**config.mk**
```make
export PLATFORM = sky130hd
export DESIGN_NAME = voice_scheduler
export DESIGN_NICKNAME = d
export VERILOG_FILES = /design/src/rtl/voice_scheduler.sv
export SDC_FILE = /design/constraint.sdc
export NUM_CORES = 1
export LEC_CHECK = 0
export ABC_AREA = 1
export BUFFER_PORTS_ARGS = -buffer_cell sky130_fd_sc_hd__buf_2
export CORE_UTILIZATION = 50
export DETAILED_ROUTE_END_ITERATION = 8
export HOLD_SLACK_MARGIN = 0.15
export PLACE_DENSITY = 0.67
export SYNTH_ARGS = -nofsm -noshare
export SYNTH_HDL_FRONTEND = slang
export SYNTH_SLANG_ARGS = --single-unit
```
**constraint.sdc**
```tcl
create_clock -name clk -period 2.9 [get_ports clk]
set_input_delay 0.29 -clock clk [delete_from_list [all_inputs] [get_ports clk]]
set_output_delay 0.29 -clock clk [all_outputs]
set_load 0.1 [all_outputs]
```
**src/rtl/voice_scheduler.sv**
```systemverilog
// Voice table owner for the time-multiplexed phase bank: allocates note events
// to slots and emits one frame of per-slot clock-enable strobes per sample tick.
module voice_scheduler #(
  parameter int NBANKS = 10,
  parameter int SW     = 4
) (
  input  logic              clk,
  input  logic              rst,
  input  logic              i_tick,
  input  logic              i_ev_valid,
  input  logic              i_ev_on,
  input  logic [6:0]        i_ev_note,
  output logic              o_ev_ready,
  output logic              o_clk_en,
  output logic [6:0]        o_midi,
  output logic [SW-1:0]     o_slot,
  output logic [NBANKS-1:0] o_active,
  output logic              o_overrun
);

  localparam logic [SW-1:0] LAST = SW'(NBANKS - 1);

  typedef enum logic [1:0] {IDLE, SEARCH, COMMIT, SCAN} state_t;

  state_t          r_state;
  logic [6:0]      r_table [NBANKS];
  logic            r_tick_pending;
  logic [SW-1:0]   r_ptr;
  logic [SW-1:0]   r_steal;
  logic [SW-1:0]   r_idx;
  logic [SW-1:0]   r_cnt;
  logic            r_on;
  logic [6:0]      r_note;
  logic            r_match_found;
  logic [SW-1:0]   r_match_idx;
  logic            r_free_found;
  logic [SW-1:0]   r_free_idx;
  logic            r_clk_en;
  logic [6:0]      r_midi;
  logic [SW-1:0]   r_slot;
  logic            r_overrun;
  logic [NBANKS-1:0] r_active;

  logic [6:0]      w_entry;
  logic            w_we;
  logic [SW-1:0]   w_waddr;
  logic [6:0]      w_wdata;
  logic            w_steal;

  function automatic logic [SW-1:0] wrap_inc(input logic [SW-1:0] x);
    return (x == LAST) ? '0 : x + 1'b1;
  endfunction

  assign w_entry    = r_table[r_idx];
  assign o_ev_ready = (r_state == IDLE) && !i_tick && !r_tick_pending;
  assign o_clk_en   = r_clk_en;
  assign o_midi     = r_midi;
  assign o_slot     = r_slot;
  assign o_overrun  = r_overrun;
  assign o_active   = r_active;

  // Commit decision: note 0 is the idle code and never touches the table.
  always_comb begin
    w_we    = 1'b0;
    w_waddr = '0;
    w_wdata = '0;
    w_steal = 1'b0;
    if (r_state == COMMIT && r_note != 7'd0) begin
      if (r_on) begin
        if (!r_match_found) begin
          w_we    = 1'b1;
          w_wdata = r_note;
          w_waddr = r_free_found ? r_free_idx : r_steal;
          w_steal = !r_free_found;
        end
      end else if (r_match_found) begin
        w_we    = 1'b1;
        w_waddr = r_match_idx;
      end
    end
  end

  genvar gi;
  generate
    for (gi = 0; gi < NBANKS; gi++) begin : g_slot
      always_ff @(posedge clk) begin
        if (rst) begin
          r_table[gi]  <= '0;
          r_active[gi] <= 1'b0;
        end else if (w_we && w_waddr == SW'(gi)) begin
          r_table[gi]  <= w_wdata;
          r_active[gi] <= (w_wdata != 7'd0);
        end
      end
    end
  endgenerate

  always_ff @(posedge clk) begin
    if (rst) begin
      r_state        <= IDLE;
      r_tick_pending <= 1'b0;
      r_ptr          <= LAST;
      r_steal        <= '0;
      r_idx          <= '0;
      r_cnt          <= '0;
      r_on           <= 1'b0;
      r_note         <= '0;
      r_match_found  <= 1'b0;
      r_match_idx    <= '0;
      r_free_found   <= 1'b0;
      r_free_idx     <= '0;
      r_clk_en       <= 1'b0;
      r_midi         <= '0;
      r_slot         <= '0;
      r_overrun      <= 1'b0;
    end else begin
      r_overrun <= 1'b0;
      r_clk_en  <= 1'b0;
      case (r_state)
        IDLE: begin
          if (i_tick || r_tick_pending) begin
            r_tick_pending <= 1'b0;
            r_clk_en       <= 1'b1;
            r_slot         <= r_ptr;
            r_midi         <= r_table[r_ptr];
            r_ptr          <= wrap_inc(r_ptr);
            r_cnt          <= '0;
            r_state        <= SCAN;
          end else if (i_ev_valid) begin
            r_on          <= i_ev_on;
            r_note        <= i_ev_note;
            r_idx         <= '0;
            r_match_found <= 1'b0;
            r_free_found  <= 1'b0;
            r_state       <= SEARCH;
          end
        end
        SEARCH: begin
          if (!r_match_found && w_entry == r_note) begin
            r_match_found <= 1'b1;
            r_match_idx   <= r_idx;
          end
          if (!r_free_found && w_entry == 7'd0) begin
            r_free_found <= 1'b1;
            r_free_idx   <= r_idx;
          end
          if (i_tick) begin
            if (r_tick_pending) r_overrun <= 1'b1;
            r_tick_pending <= 1'b1;
          end
          r_idx <= r_idx + 1'b1;
          if (r_idx == LAST) r_state <= COMMIT;
        end
        COMMIT: begin
          if (w_steal) r_steal <= wrap_inc(r_steal);
          if (i_tick) begin
            if (r_tick_pending) r_overrun <= 1'b1;
            r_tick_pending <= 1'b1;
          end
          r_state <= IDLE;
        end
        SCAN: begin
          // Ticks arriving mid-frame are dropped; the frame length never changes.
          if (i_tick) r_overrun <= 1'b1;
          if (r_cnt == LAST) begin
            r_state <= IDLE;
          end else begin
            r_clk_en <= 1'b1;
            r_slot   <= r_ptr;
            r_midi   <= r_table[r_ptr];
            r_ptr    <= wrap_inc(r_ptr);
            r_cnt    <= r_cnt + 1'b1;
          end
        end
        default: r_state <= IDLE;
      endcase
    end
  end

endmodule

```
==> impl_metrics.toml <==
[synth]
synth_edf_count = 70
syn_nets = 914
netlist_instances = 893
syn_avg_cell_area_um2 = 7.90
ys_warn_count = 0
synthTopCellsByArea = "edfxtp_1 (30%), dfxtp_1 (19%), nor2_1 (7.4%), nand2_1 (7.1%), inv_1 (5.8%)"
netlist_area_um2 = 7060
yosysUniqueCellTypes = 42
synthArstFlopShare_pct = 0
netlist.area_leader.share_pct = 29.8
synth_ff_type = "edfxtp_1"
yosysSeqAreaShare_pct = 49.1
synth_top_cell_by_area = "edfxtp_1"
synth-seq-cells = 138

[status]
status = "completed"

[placed_design]
numPortBuffers = 35
dpl_cell_area_um2 = 7330
dp_cells = 1078
hpwl_um = 12800
routabilityCongestion = 0.919

[cts]
cts_tree = "yes"
cts_buffers = 17
clk_path_buf_depth = 2
ctsResizeCount = 0
h-tree-depth = 4
root_buffer = "clkbuf_16"
hold_buffers = 2
cts_sinks = 138
clk_latency_ns = 0.42
postCtsSetupBuffers = 0
clk_pin_slew_ns = 0.06

[sta]
worst_slew_pin_slew_ns = 0.721
setup-tns-final_ns = 0
max_slew_margin_pct = 51.8
finalCritPeriodShare_pct = 78.1
clock_skew_ns = 0.00562
setup_violations = 0
fmax_mhz = 442
rsz0062_at_grt = "no"
finalCriticalPeriod_ns = 2.26
drv_slew = 0
hold_viol_final = 0

[die]
ioPinCount = 36
initial_core_util_pct = 51.0
core_area_um2 = 13800
die_x_um = 121
die-area_um2 = 14600
dieHeight_um = 121
num_rows = 43

[layout]
n_antenna_cell = 0
drive_above_1_share_pct = 11.7
mostFrequentLayoutCell = "nor2_1"
multi_input_area_um2 = 2960
layout_common_cells = "nor2_1 (139), nand2_1 (134), inv_1 (109)"
utilization_pct = 57.0
syn_to_final_growth_pct = 11.8
fin_nets = 940
regArea_um2 = 3460
fin_cells = 1112
n_fill_cell = 1274
finalInstanceArea_um2 = 7890

[route]
firstDrtPassIters = 5
antenna_left = 0
vias = 6012
wl_per_cell_um = 16.1
first_iter_violations = 493
viasPerCell = 5.41
routed_wl_um = 18000
drc_errors = 0

[global_routing]
grt_pass1_vias = 5390
grt_overflow = 0
grt.total_usage_pct = 26.0
grt_max_degree = 48
antenna_found_initial = 0
grt_pass1_wl_um = 28500

[power]
ir_drop_v = 0.000440
power_density_nw_per_um2 = 834
p_total_mw = 6.58
power.leakage_nw = 3.10

[setup_path]
critPathMaxFanout = 7
criticalPathCategory = "flop to flop"
endpoint_kind = "flop"
r2r_setup_slack_ns = 0.64
start_kind = "flop"
worstPathArrival_ns = 2.34
worstPathRequired_ns = 2.98

[job]
cap_violations = 0

[min_path]
holdCritPathClass = "primary input to flop"
-- per-layer routing --
metal | routed length [µm] | track usage [%] | vias up
met5 | 0 | 0 | -
li1 | - | - | 3009
met4 | 286 | 9.49 | 0
met2 | 7830 | 37.6 | 222
met3 | 1270 | 5.61 | 24
met1 | 8570 | 38.2 | 2757
-- cell type report --
| cell class | count | share of cell area, % |
|---|---|---|
| Inverter | 119 | 5.70 |
| Sequential cell | 138 | 43.9 |
| Clock buffer | 19 | 5.49 |
| Tap cell | 180 | 2.86 |
| Multi-Input combinational cell | 598 | 37.5 |
| Clock inverter | 13 | 1.32 |
| Timing Repair Buffer | 45 | 3.24 |
-- critical path, cell delays in order, from the launching register on --
cell and delay, ns:
dfxtp_1 0.33, inv_1 0.13, ha_1 0.16, nand2_1 0.18, nor2_2 0.23, nand2_1 0.12, nor2_1 0.10, inv_1 0.06
nor2_1 0.20, inv_1 0.09, nand2_1 0.32
-- where the power goes --
part	internal, mW	leakage (nW)	switching (mW)	total, mW
clock network	1.17	0.252	0.825	1.99
registers	2.26	1.28	0.133	2.39
logic	0.539	1.57	1.66	2.20
total	3.96	3.10	2.62	6.58
-- synthesized netlist by cell type (all sizes together), types with 2 or more instances --
library cell,n
a21oi,60
o21ai,78
edfxtp,70
clkbuf,24
or2,9
clkinv,7
inv,112
nand2,141
a31oi,7
xnor2,2
nand4,9
nand3,86
buf,14
o211ai,17
ha,9
nor2,155
nor3,13
dfxtp,68
a211oi,5
-- logic make-up (layout without fill, tap and decap cells) --
logic type | after synthesis | count (layout) | share of synthesized area (%)
adder cells (fa/ha/maj) | 9 | 9 | 1.60
AND/OR/NAND/NOR | 415 | 415 | 26.6
XOR/XNOR | 3 | 3 | 0.372
AO/OA/AOI/OAI | 171 | 171 | 13.3
buffers and inverters | 157 | 196 | 9.04
flip-flops | 138 | 138 | 49.1
-- state kept, by name (all words and copies together), names as in the netlist, 7 cells and up, named ones only --
| register | cells |
|---|---|
| o_active | 10 |
| o_midi | 7 |
| r_note | 7 |
| r_table | 70 |
-- per-stage QoR --
step	worst slack [ns]	hold WS [ns]
floorplan	0.342	0.434
global placement	0.648	0.449
finish	0.635	0.155
CTS	0.639	0.150
global route	0.371	0.173
detailed placement	0.657	0.451
-- worst paths after layout --
path | to | depth (start not counted) | startpoint
max | r_table[6][6]$_SDFFCE_PN0P_ | 10 | r_state[0]$_SDFFE_PP0P_
min | r_note[2]$_SDFFE_PP0P_ | 3 | i_ev_note[2]
max reg2reg | r_table[6][6]$_SDFFCE_PN0P_ | 10 | r_state[0]$_SDFFE_PP0P_
min reg2reg | r_free_idx[1]$_SDFFE_PP0P_ | 2 | r_free_idx[1]$_SDFFE_PP0P_
Power figures use the tool's default switching activity.
